### config.mk
export PLATFORM = sky130hd
export DESIGN_NAME = imm_encoder
export DESIGN_NICKNAME = d
export VERILOG_FILES = /design/src/rtl/imm_enc_pkg.sv /design/src/rtl/inst_pack.sv /design/src/rtl/imm_encoder.sv
export SDC_FILE = /design/constraint.sdc
export NUM_CORES = 1
export LEC_CHECK = 0
export CAP_MARGIN = 20
export CORE_AREA = 2 2 107 109
export CTS_CLUSTER_DIAMETER = 50
export DETAILED_ROUTE_END_ITERATION = 12
export DIE_AREA = 0 0 109 111
export PLACE_DENSITY = 0.85
export SYNTH_ARGS = -nofsm -noshare
export SYNTH_HDL_FRONTEND = slang
export SYNTH_HIERARCHICAL = 1
export SYNTH_SLANG_ARGS = --single-unit
### constraint.sdc
create_clock -name clk -period 4.2 [get_ports clk]
set_input_delay 0.84 -clock clk [delete_from_list [all_inputs] [get_ports clk]]
set_output_delay 0.84 -clock clk [all_outputs]
set_load 0.03 [all_outputs]
### src/rtl/imm_enc_pkg.sv
// Shared constants and types for the RV64 immediate encoder.
// Format codes, standard opcodes and the buffered {inst, err} entry live here.
package imm_enc_pkg;

  localparam logic [2:0] FMT_R = 3'd0;
  localparam logic [2:0] FMT_I = 3'd1;
  localparam logic [2:0] FMT_S = 3'd2;
  localparam logic [2:0] FMT_B = 3'd3;
  localparam logic [2:0] FMT_U = 3'd4;
  localparam logic [2:0] FMT_J = 3'd5;

  localparam logic [6:0] OP_IMM = 7'b0010011;
  localparam logic [6:0] LOAD   = 7'b0000011;
  localparam logic [6:0] STORE  = 7'b0100011;
  localparam logic [6:0] BRANCH = 7'b1100011;
  localparam logic [6:0] LUI    = 7'b0110111;
  localparam logic [6:0] AUIPC  = 7'b0010111;
  localparam logic [6:0] JAL    = 7'b1101111;
  localparam logic [6:0] JALR   = 7'b1100111;

  localparam logic [31:0] NOP_INST = 32'h00000013;

  typedef struct packed {
    logic [31:0] inst;
    logic        err;
  } enc_entry_t;

  // True when every bit from msb up to bit 63 matches the sign bit,
  // i.e. the value survives truncation to msb+1 bits as a signed number.
  function automatic logic upper_uniform(input logic [63:0] imm, input int msb);
    logic ok;
    ok = 1'b1;
    for (int i = 0; i < 64; i++) begin
      if (i >= msb && imm[i] != imm[63]) ok = 1'b0;
    end
    return ok;
  endfunction

endpackage

### src/rtl/inst_pack.sv
// Combinational field packer: places opcode/register/immediate fields for one
// RV64 format and flags immediates that do not fit that format.
module inst_pack
  import imm_enc_pkg::*;
#(
  parameter logic [31:0] NOP_INST = imm_enc_pkg::NOP_INST
) (
  input  logic [2:0]  fmt,
  input  logic [6:0]  opcode,
  input  logic [2:0]  funct3,
  input  logic [6:0]  funct7,
  input  logic [4:0]  rd,
  input  logic [4:0]  rs1,
  input  logic [4:0]  rs2,
  input  logic [63:0] imm,
  output logic [31:0] inst,
  output logic        err
);

  // Illegal format codes fall through to the NOP with err raised.
  always_comb begin
    inst = NOP_INST;
    err  = 1'b1;
    case (fmt)
      FMT_R: begin
        inst = {funct7, rs2, rs1, funct3, rd, opcode};
        err  = 1'b0;
      end
      FMT_I: begin
        inst = {imm[11:0], rs1, funct3, rd, opcode};
        err  = !upper_uniform(imm, 11);
      end
      FMT_S: begin
        inst = {imm[11:5], rs2, rs1, funct3, imm[4:0], opcode};
        err  = !upper_uniform(imm, 11);
      end
      FMT_B: begin
        inst = {imm[12], imm[10:5], rs2, rs1, funct3, imm[4:1], imm[11], opcode};
        err  = !upper_uniform(imm, 12) || imm[0];
      end
      FMT_U: begin
        inst = {imm[31:12], rd, opcode};
        err  = !upper_uniform(imm, 31) || (imm[11:0] != 12'h000);
      end
      FMT_J: begin
        inst = {imm[20], imm[10:1], imm[11], imm[19:12], rd, opcode};
        err  = !upper_uniform(imm, 20) || imm[0];
      end
      default: begin
        inst = NOP_INST;
        err  = 1'b1;
      end
    endcase
  end

endmodule

### src/rtl/imm_encoder.sv
// Streaming RV64 instruction encoder: valid/ready input, 2-entry output FIFO of
// {inst, err}, and running counts of emitted words and erroneous words.
module imm_encoder
  import imm_enc_pkg::*;
#(
  parameter int          CNT_W    = 16,
  parameter logic [31:0] NOP_INST = imm_enc_pkg::NOP_INST
) (
  input  logic             clk,
  input  logic             rst_n,
  input  logic             in_valid,
  output logic             in_ready,
  input  logic [2:0]       in_fmt,
  input  logic [6:0]       in_opcode,
  input  logic [2:0]       in_funct3,
  input  logic [6:0]       in_funct7,
  input  logic [4:0]       in_rd,
  input  logic [4:0]       in_rs1,
  input  logic [4:0]       in_rs2,
  input  logic [63:0]      in_imm,
  output logic             out_valid,
  input  logic             out_ready,
  output logic [31:0]      out_inst,
  output logic             out_err,
  output logic [CNT_W-1:0] enc_count,
  output logic [CNT_W-1:0] err_count
);

  enc_entry_t mem [2];
  enc_entry_t packed_entry;
  logic [1:0] count;
  logic       wr_ptr;
  logic       rd_ptr;
  logic       push;
  logic       pop;

  inst_pack #(.NOP_INST(NOP_INST)) u_pack (
    .fmt    (in_fmt),
    .opcode (in_opcode),
    .funct3 (in_funct3),
    .funct7 (in_funct7),
    .rd     (in_rd),
    .rs1    (in_rs1),
    .rs2    (in_rs2),
    .imm    (in_imm),
    .inst   (packed_entry.inst),
    .err    (packed_entry.err)
  );

  // in_ready looks only at the registered fill level, so a full buffer refuses
  // a request even in the cycle it is being drained.
  assign in_ready  = (count < 2'd2);
  assign out_valid = (count != 2'd0);
  assign out_inst  = mem[rd_ptr].inst;
  assign out_err   = mem[rd_ptr].err;
  assign push      = in_valid && in_ready;
  assign pop       = out_valid && out_ready;

  always_ff @(posedge clk or negedge rst_n) begin
    if (!rst_n) begin
      for (int i = 0; i < 2; i++) mem[i] <= '0;
      count     <= 2'd0;
      wr_ptr    <= 1'b0;
      rd_ptr    <= 1'b0;
      enc_count <= '0;
      err_count <= '0;
    end else begin
      if (push) begin
        mem[wr_ptr] <= packed_entry;
        wr_ptr      <= ~wr_ptr;
      end
      if (pop) begin
        rd_ptr    <= ~rd_ptr;
        enc_count <= enc_count + 1'b1;
        if (mem[rd_ptr].err && (err_count != {CNT_W{1'b1}})) begin
          err_count <= err_count + 1'b1;
        end
      end
      case ({push, pop})
        2'b10:   count <= count + 2'd1;
        2'b01:   count <= count - 2'd1;
        default: count <= count;
      endcase
    end
  end

endmodule
==> impl_metrics.json <==
{
  "status": "finished clean",
  "diodes": 0,
  "gr-total-overflow": 0,
  "ys_top_cells_by_area": "dfrtp_1 47%, mux2_2 21%, xnor2_1 3.7%",
  "fin_crit_sh": 0.8029,
  "synth_cell_type_count": 45,
  "grt_pass1_wl_um": 23160,
  "grt_max_degree": 84,
  "clock_path_buffers": 2,
  "drive_above_1_share": 0.2068,
  "setup_viol": 0,
  "power_leakage_nw": 3.107,
  "critPathArrivalTime_ns": 2.53,
  "r2r-start": "rd_ptr",
  "track_usage": 0.2394,
  "pin_count": 170,
  "start_util": 0.4906,
  "final-instance-count-excl-fill": 791,
  "core_um2": 11080,
  "fillers": 827,
  "yosysSeqAreaShare": 0.4697,
  "layout_min_cycle_time_ns": 3.372,
  "worstSetupPathType": "flop to primary output",
  "rsz0062_at_grt": "no",
  "final.setup.tns_ns": 0,
  "hold_slack_ns": 0.3320,
  "die_h_um": 111,
  "vias_per_cell": 5.857,
  "p_per_area_nw_per_um2": 636.7,
  "num_vias": 4633,
  "critical_path.max_fanout": 19,
  "use_met1": 0.3065,
  "fin_skew_ns": 0.01082,
  "async_reset_ff_frac": 1.000,
  "synthCells": 479,
  "cts_buffers": 9,
  "cp-startpoint": "rd_ptr",
  "yosys_warnings": 6,
  "cts_tree": "done",
  "grt_pass1_vias": 4774,
  "crit_chain": "buf_12, mux2_2, clkdlybuf4s50_1",
  "use_met3": 0.04703,
  "grtUsageMet2": 0.4116,
  "worstSetupEndpointType": "primary output",
  "place_area_um2": 7258,
  "startpoint_type": "flop",
  "maxCapViolations": 0,
  "max_slew_margin": 0.3864,
  "regToRegSetupSlack_ns": 1.82,
  "place_inst": 774,
  "routedWlPerCell_um": 18.09,
  "slew_violations": 0,
  "layout.nets": 749,
  "synth-seq-cells": 102,
  "critPathTopFamily": "flip-flops",
  "ys.flop_type": "dfrtp_1",
  "clock_latency_ns": 0.34,
  "ant_nets": 0,
  "die-width_um": 109,
  "rows": 39,
  "cts-root-buf": "clkbuf_16",
  "synth_edf_count": 0,
  "die-area_um2": 12100,
  "fin_area_um2": 7570,
  "drt-total-wl_um": 14310,
  "avgSynthCellArea_um2": 11.34,
  "dr.pass1.iters": 6,
  "synth_top_cell_by_area": "dfrtp_1",
  "gp_congestion": 0.9365,
  "fmax_ghz": 0.2966,
  "worst-path-buf-inv": 2,
  "drcViolationCount": 0,
  "cts_setup_buffers": 0,
  "ir_worst_vdd_mv": 0.5296,
  "yosysTopAreaCellShare": 0.4697,
  "required_ns": 3.36,
  "synth_area_um2": 5434,
  "clock-sinks": 102,
  "holdBufCountCts": 0,
  "worst_pin_slew_ns": 0.9204,
  "synth_nets": 585,
  "grt.busiest_layer": "met2",
  "r2r_cells": 5,
  "timing_hold_violations_final": 0,
  "antenna_found_initial": 0,
  "cts_resized": 0,
  "dr.first_iter.drc_count": 224,
  "r2r_end": "err_count[12]",
  "htree_levels": 3,
  "slowest_delay_ns": 0.94,
  "critical-path-slowest-cell": "dfrtp_1",
  "clk_pin_slew_ns": 0.07,
  "dpl.hpwl_um": 10710,
  "port_buffers": 169,
  "hold_class": "input port to asynchronous set/reset pin",
  "area_growth_pct": 39.30
}
[worst max-delay path by stage]
stage / to / slack, ns / cells past startpoint
after floorplan: mem[33] / 1.73 / 7
after global placement: mem[0] / 0.99 / 7
after detailed placement: mem[0] / 0.88 / 7
after CTS: out_inst[20] / 0.83 / 3
after global routing: out_err / 0.75 / 3
final: out_inst[20] / 0.83 / 3
[through the flow]
stage	power [mW]	setup slack (ns)	utilization
2_1_floorplan	3.083	1.730	-
3_3_place_gp	3.952	0.9925	0.6553
3_5_place_dp	4.037	0.8844	0.6553
4_1_cts	4.852	0.8294	0.6809
5_1_grt	5.064	0.7473	0.6834
6_report	4.820	0.8280	0.6834
[layer usage]
| layer | vias to the layer above | routed length, µm |
|---|---|---|
| li1 | 2110 | - |
| met1 | 2260 | 5705 |
| met2 | 237 | 7329 |
| met3 | 26 | 1027 |
| met4 | 0 | 244 |
| met5 | - | 0 |
[sequential cells by signal, indices dropped and copies added, names as in the netlist]
register / cells
count: 2
rd_ptr: 1
err_count: 16
wr_ptr: 1
mem: 66
enc_count: 16
[cell type report]
class                           count  area [µm²]  area share
Clock buffer                       10       239.0     0.03157
Clock inverter                      6       45.04    0.005950
Inverter                           11       41.29    0.005455
Multi-Input combinational cell    344        2746      0.3628
Sequential cell                   102        2552      0.3372
Tap cell                          143       178.9     0.02364
Timing Repair Buffer              175        1767      0.2334
[where the power goes]
part	switching [mW]	leakage, nW	internal, mW
logic	1.20	1.69	1.19
clock network	0.372	0.137	0.423
registers	0.280	1.28	1.35
total	1.85	3.11	2.97
[kinds of logic after synthesis]
kind of cell | after synthesis | synth area share
xor gates and xnor gates | 30 | 0.04835
DFF | 102 | 0.4697
buffers and inverters | 33 | 0.02717
muxes | 110 | 0.2273
AOI/OAI and AO/OA | 61 | 0.07783
adders and majority gates | 3 | 0.006908
and+or+nand+nor | 140 | 0.1428
[cells in the mapped netlist, types with 5 or more instances]
cell type,instances
or4_1,8
o22ai_1,9
nand3_1,18
nor3_1,8
clkbuf_1,9
a22o_1,8
xor2_1,7
mux2_2,102
o21ai_0,15
nand4_1,17
a22oi_1,16
nand2_1,34
and2_1,6
mux2i_1,5
and3_1,6
nor4_1,11
inv_1,11
nor2_1,13
buf_2,10
dfrtp_1,102
xnor2_1,23
[cell usage in the layout (no fill, tap or decap), types with 6 or more instances in the layout]
cell type,instances
a22o_1,8
a22oi_1,16
and2_1,6
and3_1,6
clkbuf_16,9
clkdlybuf4s50_1,168
dfrtp_1,102
inv_1,11
mux2_2,102
nand2_1,34
nand3_1,17
nand4_1,17
nor2_1,12
nor3_1,8
nor4_1,11
o21ai_0,15
o22ai_1,9
or4_1,8
xnor2_1,23
xor2_1,7
Power figures use the tool's default switching activity.
